`config.mk`:
```
export PLATFORM = sky130hd
export DESIGN_NAME = uart_core_param
export DESIGN_NICKNAME = d
export VERILOG_FILES = /design/src/rtl/uart_core_param.sv
export SDC_FILE = /design/constraint.sdc
export NUM_CORES = 1
export LEC_CHECK = 0
export ABC_CLOCK_PERIOD_IN_PS = 10200
export BUFFER_PORTS_ARGS = -buffer_cell sky130_fd_sc_hd__buf_4
export CAP_MARGIN = 5
export CORE_ASPECT_RATIO = 0.8
export CORE_UTILIZATION = 30
export DETAILED_ROUTE_END_ITERATION = 8
export PLACE_DENSITY = 0.46
export SLEW_MARGIN = 10
export SYNTH_ARGS = -nofsm -noshare
export SYNTH_HDL_FRONTEND = slang
export SYNTH_HIERARCHICAL = 1
export SYNTH_SLANG_ARGS = --single-unit
export TNS_END_PERCENT = 30
```
`constraint.sdc`:
```
create_clock -name clk -period 10.2 [get_ports clk]
set_input_delay 2.04 -clock clk [delete_from_list [all_inputs] [get_ports clk]]
set_output_delay 2.04 -clock clk [all_outputs]
set_load 0.02 [all_outputs]
```
`src/rtl/uart_core_param.sv`:
```
// rtl/uart_core_param.sv - parametrised full-duplex UART core with 16x baud generator, FIFOs and flow control
// Show-ahead FIFO used for both directions; head reads as zero when empty.

module uart_core_fifo #(
    parameter int W     = 8,
    parameter int DEPTH = 16
) (
    input  logic                   clk,
    input  logic                   syncReset,
    input  logic                   flush,
    input  logic [W-1:0]           wrData,
    input  logic                   wrValid,
    output logic                   wrReady,
    output logic [W-1:0]           rdData,
    output logic                   rdValid,
    input  logic                   rdReady,
    output logic [$clog2(DEPTH):0] count
);
    localparam int AW = $clog2(DEPTH);
    localparam logic [AW:0] FULL_COUNT = DEPTH[AW:0];

    logic [W-1:0]  mem [DEPTH];
    logic [AW-1:0] wrPtr;
    logic [AW-1:0] rdPtr;
    logic          doPush;
    logic          doPop;

    assign wrReady = (count != FULL_COUNT);
    assign rdValid = (count != '0);
    assign doPush  = wrValid && wrReady;
    assign doPop   = rdReady && rdValid;
    assign rdData  = rdValid ? mem[rdPtr] : '0;

    always_ff @(posedge clk) begin
        if (syncReset || flush) begin
            wrPtr <= '0;
            rdPtr <= '0;
            count <= '0;
        end else begin
            if (doPush) wrPtr <= wrPtr + 1'b1;
            if (doPop)  rdPtr <= rdPtr + 1'b1;
            if (doPush && !doPop)      count <= count + 1'b1;
            else if (doPop && !doPush) count <= count - 1'b1;
        end
    end

    always_ff @(posedge clk) begin
        if (doPush) mem[wrPtr] <= wrData;
    end
endmodule

module uart_core_param #(
    parameter int DATA_W     = 8,
    parameter int FIFO_DEPTH = 16,
    parameter int DIV_W      = 16
) (
    input  logic                        clk,
    input  logic                        syncReset,
    input  logic [DIV_W-1:0]            divisor,
    input  logic [1:0]                  cfg_parity,
    input  logic                        cfg_stop2,
    input  logic                        flush,
    input  logic [DATA_W-1:0]           tx_wdata,
    input  logic                        tx_wvalid,
    output logic                        tx_wready,
    output logic [DATA_W-1:0]           rx_rdata,
    output logic                        rx_rvalid,
    input  logic                        rx_rready,
    output logic [$clog2(FIFO_DEPTH):0] tx_count,
    output logic [$clog2(FIFO_DEPTH):0] rx_count,
    input  logic                        rx,
    output logic                        tx,
    input  logic                        cts,
    output logic                        rts,
    output logic                        err_frame,
    output logic                        err_parity,
    output logic                        err_overrun,
    input  logic                        err_clear
);
    localparam int CW = $clog2(FIFO_DEPTH) + 1;
    localparam logic [CW-1:0] RTS_LEVEL = CW'(FIFO_DEPTH - 1);
    localparam logic [3:0]    LAST_BIT  = 4'(DATA_W - 1);

    typedef enum logic [2:0] {TX_IDLE, TX_START, TX_DATA, TX_PARITY, TX_STOP1, TX_STOP2} txState_t;
    typedef enum logic [2:0] {RX_IDLE, RX_START, RX_DATA, RX_PARITY, RX_STOP} rxState_t;

    // Oversample tick; compare with >= so a shrinking divisor never stalls the counter.
    logic [DIV_W-1:0] tickCnt;
    logic             tick;

    assign tick = (tickCnt >= divisor);

    always_ff @(posedge clk) begin
        if (syncReset || tick) tickCnt <= '0;
        else                   tickCnt <= tickCnt + 1'b1;
    end

    logic [DATA_W-1:0] txHead;
    logic              txHeadValid;
    logic              txStart;
    txState_t          txState, txStateNext;
    logic [3:0]        txTicks, txTicksNext;
    logic [3:0]        txBits, txBitsNext;
    logic [DATA_W-1:0] txShift, txShiftNext;
    logic              txParBit, txParBitNext;
    logic              txParEn, txParEnNext;
    logic              txStop2, txStop2Next;
    logic              txWindowEnd;

    uart_core_fifo #(.W(DATA_W), .DEPTH(FIFO_DEPTH)) txFifo (
        .clk(clk), .syncReset(syncReset), .flush(flush),
        .wrData(tx_wdata), .wrValid(tx_wvalid), .wrReady(tx_wready),
        .rdData(txHead), .rdValid(txHeadValid), .rdReady(txStart),
        .count(tx_count)
    );

    assign txStart     = (txState == TX_IDLE) && tick && txHeadValid && cts;
    assign txWindowEnd = tick && (txTicks == 4'd15);

    always_comb begin
        txStateNext  = txState;
        txTicksNext  = (tick && txState != TX_IDLE) ? txTicks + 4'd1 : txTicks;
        txBitsNext   = txBits;
        txShiftNext  = txShift;
        txParBitNext = txParBit;
        txParEnNext  = txParEn;
        txStop2Next  = txStop2;
        tx           = 1'b1;
        case (txState)
            TX_IDLE: begin
                if (txStart) begin
                    txStateNext  = TX_START;
                    txTicksNext  = 4'd0;
                    txBitsNext   = 4'd0;
                    txShiftNext  = txHead;
                    txParBitNext = (^txHead) ^ (cfg_parity == 2'b10);
                    txParEnNext  = cfg_parity[0] ^ cfg_parity[1];
                    txStop2Next  = cfg_stop2;
                end
            end
            TX_START: begin
                tx = 1'b0;
                if (txWindowEnd) txStateNext = TX_DATA;
            end
            TX_DATA: begin
                tx = txShift[0];
                if (txWindowEnd) begin
                    txShiftNext = txShift >> 1;
                    if (txBits == LAST_BIT) txStateNext = txParEn ? TX_PARITY : TX_STOP1;
                    else                    txBitsNext  = txBits + 4'd1;
                end
            end
            TX_PARITY: begin
                tx = txParBit;
                if (txWindowEnd) txStateNext = TX_STOP1;
            end
            TX_STOP1: begin
                if (txWindowEnd) txStateNext = txStop2 ? TX_STOP2 : TX_IDLE;
            end
            TX_STOP2: begin
                if (txWindowEnd) txStateNext = TX_IDLE;
            end
            default: txStateNext = TX_IDLE;
        endcase
    end

    always_ff @(posedge clk) begin
        if (syncReset || flush) begin
            txState  <= TX_IDLE;
            txTicks  <= '0;
            txBits   <= '0;
            txShift  <= '0;
            txParBit <= 1'b0;
            txParEn  <= 1'b0;
            txStop2  <= 1'b0;
        end else begin
            txState  <= txStateNext;
            txTicks  <= txTicksNext;
            txBits   <= txBitsNext;
            txShift  <= txShiftNext;
            txParBit <= txParBitNext;
            txParEn  <= txParEnNext;
            txStop2  <= txStop2Next;
        end
    end

    logic              rxMeta, rxSync, rxPrev;
    rxState_t          rxState, rxStateNext;
    logic [3:0]        rxTicks, rxTicksNext;
    logic [3:0]        rxBits, rxBitsNext;
    logic [DATA_W-1:0] rxShift, rxShiftNext;
    logic              rxParEn, rxParEnNext;
    logic              rxOdd, rxOddNext;
    logic              rxParErr, rxParErrNext;
    logic              rxDone, rxDoneNext;
    logic              rxStopBit, rxStopBitNext;
    logic              rxSample, rxWindowEnd;
    logic              rxFifoReady, rxPush;

    always_ff @(posedge clk) begin
        if (syncReset) begin
            rxMeta <= 1'b1;
            rxSync <= 1'b1;
            rxPrev <= 1'b1;
        end else begin
            rxMeta <= rx;
            rxSync <= rxMeta;
            rxPrev <= rxSync;
        end
    end

    assign rxSample    = tick && (rxTicks == 4'd7);
    assign rxWindowEnd = tick && (rxTicks == 4'd15);

    always_comb begin
        rxStateNext   = rxState;
        rxTicksNext   = (tick && rxState != RX_IDLE) ? rxTicks + 4'd1 : rxTicks;
        rxBitsNext    = rxBits;
        rxShiftNext   = rxShift;
        rxParEnNext   = rxParEn;
        rxOddNext     = rxOdd;
        rxParErrNext  = rxParErr;
        rxDoneNext    = 1'b0;
        rxStopBitNext = rxStopBit;
        case (rxState)
            RX_IDLE: begin
                if (rxPrev && !rxSync) begin
                    rxStateNext  = RX_START;
                    rxTicksNext  = 4'd0;
                    rxBitsNext   = 4'd0;
                    rxParEnNext  = cfg_parity[0] ^ cfg_parity[1];
                    rxOddNext    = (cfg_parity == 2'b10);
                    rxParErrNext = 1'b0;
                end
            end
            RX_START: begin
                if (rxSample && rxSync) rxStateNext = RX_IDLE;
                else if (rxWindowEnd)   rxStateNext = RX_DATA;
            end
            RX_DATA: begin
                if (rxSample) rxShiftNext = {rxSync, rxShift[DATA_W-1:1]};
                if (rxWindowEnd) begin
                    if (rxBits == LAST_BIT) rxStateNext = rxParEn ? RX_PARITY : RX_STOP;
                    else                    rxBitsNext  = rxBits + 4'd1;
                end
            end
            RX_PARITY: begin
                if (rxSample)    rxParErrNext = rxSync != ((^rxShift) ^ rxOdd);
                if (rxWindowEnd) rxStateNext  = RX_STOP;
            end
            RX_STOP: begin
                // Leave at the stop sample so a back-to-back start edge is not missed.
                if (rxSample) begin
                    rxDoneNext    = 1'b1;
                    rxStopBitNext = rxSync;
                    rxStateNext   = RX_IDLE;
                end
            end
            default: rxStateNext = RX_IDLE;
        endcase
    end

    always_ff @(posedge clk) begin
        if (syncReset || flush) begin
            rxState   <= RX_IDLE;
            rxTicks   <= '0;
            rxBits    <= '0;
            rxShift   <= '0;
            rxParEn   <= 1'b0;
            rxOdd     <= 1'b0;
            rxParErr  <= 1'b0;
            rxDone    <= 1'b0;
            rxStopBit <= 1'b1;
        end else begin
            rxState   <= rxStateNext;
            rxTicks   <= rxTicksNext;
            rxBits    <= rxBitsNext;
            rxShift   <= rxShiftNext;
            rxParEn   <= rxParEnNext;
            rxOdd     <= rxOddNext;
            rxParErr  <= rxParErrNext;
            rxDone    <= rxDoneNext;
            rxStopBit <= rxStopBitNext;
        end
    end

    assign rxPush = rxDone && rxStopBit && rxFifoReady;

    uart_core_fifo #(.W(DATA_W), .DEPTH(FIFO_DEPTH)) rxFifo (
        .clk(clk), .syncReset(syncReset), .flush(flush),
        .wrData(rxShift), .wrValid(rxPush), .wrReady(rxFifoReady),
        .rdData(rx_rdata), .rdValid(rx_rvalid), .rdReady(rx_rready),
        .count(rx_count)
    );

    assign rts = (rx_count >= RTS_LEVEL);

    always_ff @(posedge clk) begin
        if (syncReset) begin
            err_frame   <= 1'b0;
            err_parity  <= 1'b0;
            err_overrun <= 1'b0;
        end else begin
            err_frame   <= (rxDone && !rxStopBit) || (err_frame && !err_clear);
            err_overrun <= (rxDone && rxStopBit && !rxFifoReady) || (err_overrun && !err_clear);
            err_parity  <= (rxPush && rxParErr) || (err_parity && !err_clear);
        end
    end
endmodule

```
=== After elaboration in Yosys (flattened, before gate mapping) ===
Memories as Yosys holds them, arrays and structs flattened. A register that Yosys moved wholly into a read port is not among the register bits.
Index checks and enable logic that the tools add are counted.

* Output and inout bits: 25
* ROM bits: 0
* Bits of input ports: 35
* Latch bits: 0
* Memories kept: 2
* Register bits after elaboration: 94
* Logic and storage cells: 202
* RAM bits: 256

* Bitwise operators: 4
* Reduce and logical (&&, ||, !) cells: 63
* $mul: 0
* Muxes and demuxes: 55
* Shift operators: 0
* Magnitude comparators: 2
* Divide/modulo/power cells: 0
* Equality and inequality tests: 34
* Add/subtract/negate cells: 13

{| class="wikitable"
|+ Memory list
! memory !! depth !! width !! read ports !! clocked after Yosys merged registers in !! wr ports !! RTL line !! source
|-
| rxFifo.mem || 16 || 8 || 1 || 1 || 1 || 22 || <nowiki>logic [W-1:0] mem [DEPTH];</nowiki>
|-
| txFifo.mem || 16 || 8 || 1 || 1 || 1 || 22 ||
|}

{| class="wikitable"
|+ Operator list
! operator !! count
|-
| $mux 4 || 16
|-
| $mux 3 || 17
|-
| $add 4x1->4 const B || 8
|-
| $mux 8 || 4
|-
| $ne 2x2->1 const B || 14
|-
| $logic_and 1x1->1 || 26
|-
| $mux 5 || 4
|-
| $pmux 3 s6 || 1
|-
| $add 16x1->16 const B || 1
|-
| $ge 16x16->1 || 1
|-
| $pmux 4 s2 || 2
|-
| $pmux 8 s2 || 1
|-
| $reduce_xor 8->1 || 2
|-
| $pmux 3 s5 || 1
|-
| $eq 3x2->1 const B || 4
|-
| $eq 4x3->1 const B || 3
|-
| $add 5x1->5 const B || 2
|-
| $ne 5x5->1 const B || 2
|-
| $reduce_bool 2->1 || 5
|-
| $reduce_bool 5->1 || 2
|-
| $sub 5x1->5 const B || 2
|-
| $eq 3x3->1 const B || 3
|-
| $eq 4x4->1 const B || 2
|-
| $logic_not 1->1 || 8
|-
| 20 further kinds || 40
|}

=== Logic depth before layout (Yosys ltp) ===
* Depth in word-level cells: 8
* Mapped depth: 14
* Depth with buffers taken out: 14

=== By module ===
The synthesis kept the hierarchy.

{| class="wikitable"
|+ By module, submodules not included
! module !! cells an instance !! area an instance (sq um) !! times used !! sequential area each (sq um)
|-
| uart_core_fifo || 319 || 5,915.7 || 2 || 4,184.0
|-
| uart_core_param || 445 || 3,623.5 || 1 || 1,361.3
|}

=== Worst setup path after synthesis ===
Ideal clock, no wire load.

* Path kind: input-to-reg
* Start: in divisor[13]
* End: reg txFifo.count[3]
* Slack: 5.125 ns
* Stages on the path: 14
* Arrival: 4.948 ns
* Setup time: 0.127 ns
* Buffers on the path: 0
* Required time: 10.073 ns
* Cell sequence: inv_1 ha_1 nand4_2 nor4_2 o31ai_1 a31oi_1 o21ai_4 ha_1 inv_1 ha_1 a21o_1 a21oi_1 nor4_1 or3_1

* Longest elaborated chain between the ends: 8
* Elaborated cells between the ends (all ways): 10
* Classes of those cells: order compare: 1; mux: 1; reduce/logical: 8

{| class="wikitable"
|+ Ends and longest elaborated chain
! item !! RTL line !! source
|-
| start: declaration || 59 || <nowiki>input logic [DIV_W-1:0] divisor,</nowiki>
|-
| $ge 16x16->1 * || 91 || <nowiki>assign tick = (tickCnt >= divisor);</nowiki>
|-
| $logic_and 1x1->1 * (3 in a row) || 117 || <nowiki>assign txStart = (txState == TX_IDLE) && tick && txHeadValid && cts;</nowiki>
|-
| named net txStart || 100 || <nowiki>logic txStart;</nowiki>
|-
| $logic_and 1x1->1 * || 31 || <nowiki>assign doPop = rdReady && rdValid;</nowiki>
|-
| $logic_not 1->1 || 42 || <nowiki>if (doPush && !doPop) count <= count + 1'b1;</nowiki>
|-
| $logic_and 1x1->1 || 42 ||
|-
| $mux 5 / $reduce_bool 2->1 (equally long branches) || n/a ||
|-
| end signal: assignment || 42 ||
|-
| end signal: assignment || 43 || <nowiki>else if (doPop && !doPush) count <= count - 1'b1;</nowiki>
|-
| end: declaration || 17 || <nowiki>output logic [$clog2(DEPTH):0] count</nowiki>
|}

Mark *: on every way through the listed nets, which the timed path passes. The rest lies on a longest branch.
A chain may end at the register's enable or synchronous reset.

=== Final worst setup path ===
* Start: in divisor[1]
* End: reg txFifo.count[4]

The elaborated chain is that of the path after synthesis.

==> flow_summary.yaml <==
final_layout:
  multiInputGateArea_um2: 5280
  fin_nets: 1216
  syn_to_final_growth_pct: 14.8
  regArea_um2: 9730
  n_antenna_cell: 0
  final_core_util_pct: 34.8
  design_area_um2: 17700
  fillCellCount: 4975
  drive_above_1_share_pct: 17.0
logic_synthesis:
  synth_nets: 1160
  synth-main-ff-cell: "edfxtp_1"
  async_flop_share_pct: 0
  synth_area_um2: 15500
  ys_seq_elements: 358
  synth-edff-count: 256
  syn_area_per_cell_um2: 14.3
  synth_cells: 1083
  synth_cell_types: 65
  yosys_warnings: 6
  yosysSeqAreaShare_pct: 63.0
floorplanning:
  core_um2: 50900
  die_w_um: 256
  placementRows: 74
  die_h_um: 205
  ios: 60
  die-area_um2: 52400
  initial_core_util_pct: 30.3
setup_path:
  cp-start-kind: "input port"
  reg2reg_setup_slack_ps: 6340
  endpoint_kind: "register"
  reg2reg_to: "txFifo/count[4]"
  startpoint: "divisor[1]"
  cp_max_fo: 8
  reg2reg_from: "txFifo/count[0]"
  worstPathRequired_ps: 10680
  cpMaxStageDelayCell: "o31ai_1"
  cp_slowest_stage_delay_ps: 680
  path_cells: "buf_4, inv_1, ha_1, nor2b_1, o211a_1, o31ai_1, a31oi_1, buf_4, o21ai_4, ha_1, inv_1, ha_1, a21oi_1, a211o_1, a211oi_1, a31o_2"
  critPathTopFamily: "compound AO/OA/AOI/OAI gates"
  crit_type: "input port to register"
  worst-path-buf-inv: 4
  rr_worst_depth: 14
  crit_top_cell: "ha_1"
  worstPathArrival_ps: 5460
route:
  dr_wl_met2_um: 15300
  via_count: 8761
  antenna_left: 0
  drt-initial-drc-count: 488
  drtPass1Iterations: 4
  wl_met1_um: 16800
  routedWlPerCell_um: 18.1
  drc_errors: 0
  wl_um: 33500
  via_per_inst: 4.73
  highest_layer: "met4"
  route.met3.wl_um: 901
placed_design:
  hpwl_um: 21500
  gp_congestion: 0.720
  place_area_um2: 16500
  dpl_worst_slack_ps: 4730
  port-buffer-count: 59
power_and_ir_drop:
  swShare_pct: 21.1
  p_int_uw: 2370
  ir_drop_mv: 0.0994
  p_leak_uw: 0.00549
  power_switching_uw: 634
  power_density_nw_per_um2: 169
  power_frac_comb_pct: 3.4
  power.share.clock_pct: 44.6
  p_total_uw: 3000
  seq_power_share_pct: 52.0
sta:
  min_period_over_period_pct: 48.8
  rsz0062_at_grt: "no"
  slew_violations: 0
  clock.fmax_mhz: 201
  fin_skew_ps: 21.5
  maxSlewHeadroom_pct: 33.0
  final-setup-viol-count: 0
  tns_ps: 0
  finalHoldViolCount: 0
  post-route-min-period_ps: 4980
  worstMarginPinSlew_ps: 1010
  setup_ws_ps: 5220
global_route:
  grt-ovfl-total: 0
  grt_pass1_vias: 8870
  grt_max_degree: 33
  grt_pass1_wl_um: 52800
  grt.total_usage_pct: 13.0
  grt_antenna_before_repair: 0
clock_network:
  cts.path.max_buffers: 3
  cts_tree: "yes"
  cts_setup_buffers: 0
  cts_resized: 0
  htree_levels: 2
  clock_latency_ps: 540
  clkSinkCount: 358
  cts_hold_buf: 0
  clock-root-buffer: "clkbuf_16"
  path_clk_slew_ps: 60
  numCtsBuffers: 37
job:
  maxCapViolations: 0
hold_path:
  worstHoldPathCells: 1
  hold_end: "rxSync"
  hp-class: "register to register"
  worstHoldStart: "rxMeta"
run_status:
  status: "complete, no violations"
==> layer usage <==
| layer | track usage [%] | vias to the layer above |
|---|---|---|
| li1 | - | 4205 |
| met1 | 18.4 | 4417 |
| met2 | 20.8 | 99 |
| met3 | 2.09 | 40 |
| met4 | 3.19 | 0 |
| met5 | 0 | - |
==> cell usage in the layout, fill, tap and decap left out, types with 4 or more instances in the layout <==
cell type and count:
edfxtp_1 256, buf_4 74, clkinv_2 8, xnor2_1 26, nor3_1 14, clkinv_1 4
nand2_1 61, clkbuf_16 37, and3_1 12, a211oi_1 36, or2_2 6, nor2_1 111
a311oi_1 7, ha_1 40, nand3_1 31, dfxtp_1 101, mux4_1 18, or3_1 5
clkbuf_1 8, o21ai_0 17, mux2i_1 26, a31oi_1 4, nor4_1 8, inv_1 33
xor2_1 26, mux4_2 46, nand2b_1 17, o211ai_1 6, nor2b_1 19, a21oi_1 40
==> final cells by class <==
cell class                 count  area share, %
clock buffer                  48           5.62
clock inverter                20           1.14
inverter                      33          0.698
multi-input combinational    635           29.7
sequential                   358           54.9
tap                          684           4.82
timing repair buffer          74           3.13
==> cells in the mapped netlist, types with 3 or more instances <==
cell	n	area share, %
ha_1	40	3.2
a21oi_1	40	1.3
nand3_1	31	1.0
nand2b_1	17	0.69
a211oi_1	36	1.7
buf_6	5	0.36
a211o_1	3	0.17
buf_2	15	0.49
nor2_1	111	2.7
buf_1	3	0.073
xnor2_1	26	1.5
or2_2	6	0.24
nand4_1	3	0.12
and3_1	12	0.49
clkbuf_1	24	0.58
nor2b_1	19	0.77
nor4_1	8	0.32
a311oi_1	8	0.45
inv_1	33	0.80
nor3_1	14	0.45
buf_4	8	0.39
edfxtp_1	256	50
a21o_1	3	0.15
o211ai_1	6	0.29
or3_1	5	0.20
nand2_1	61	1.5
nand3b_1	3	0.15
mux4_1	18	3.1
o21ai_0	17	0.55
mux4_2	46	6.7
mux2i_1	26	1.7
xor2_1	26	1.5
dfxtp_1	102	13
a31oi_1	4	0.16
==> stage by stage <==
stage | instances | hold WS (ps)
2_1_floorplan | 1083 | 389
3_3_place_gp | 1784 | 410
3_5_place_dp | 1784 | 401
4_1_cts | 1852 | 424
5_1_grt | 1852 | 435
6_report | 1852 | 417
==> worst max path at each step <==
stage                      endpoint  slack [ps]  cells after the start
floorplan           txFifo/count[3]        5120                     14
global placement    txFifo/count[3]        4820                     16
detailed placement  txFifo/count[4]        4730                     16
CTS                 txFifo/count[4]        5270                     16
global route        txFifo/count[4]        5010                     16
finish              txFifo/count[4]        5220                     16
==> registers in the layout, indices dropped and copies added, names as in the netlist, 3 cells and up, named ones only <==
| name | flops |
|---|---|
| txState | 3 |
| txFifo/count | 5 |
| rxTicks | 4 |
| rxFifo/mem | 128 |
| txShift | 8 |
| rxBits | 4 |
| txFifo/wrPtr | 4 |
| rxFifo/count | 5 |
| rxState | 3 |
| txFifo/rdPtr | 4 |
| rxFifo/rdPtr | 4 |
| rxShift | 8 |
| txFifo/mem | 128 |
| txBits | 4 |
| tickCnt | 16 |
| txTicks | 4 |
| rxFifo/wrPtr | 4 |
==> power groups by stage <==
stage / clock [uW] / sequential (uW) / combinational, uW
floorplan: 0 / 1590 / 62.0
global placement: 0 / 1590 / 103
detailed placement: 0 / 1590 / 104
CTS: 1380 / 1560 / 105
global route: 1440 / 1560 / 115
finish: 1340 / 1560 / 102
==> logic make-up (layout without fill, tap and decap cells) <==
logic type | Yosys count | after routing | share of synthesized area, %
fa+ha+maj | 42 | 42 | 3.50
flops | 358 | 358 | 63.0
mux | 91 | 91 | 11.5
buf+inv | 90 | 175 | 2.95
simple gates | 308 | 308 | 9.67
compound gates | 142 | 142 | 6.46
xor+xnor | 52 | 52 | 2.95
(Power assumes the default switching activity.)
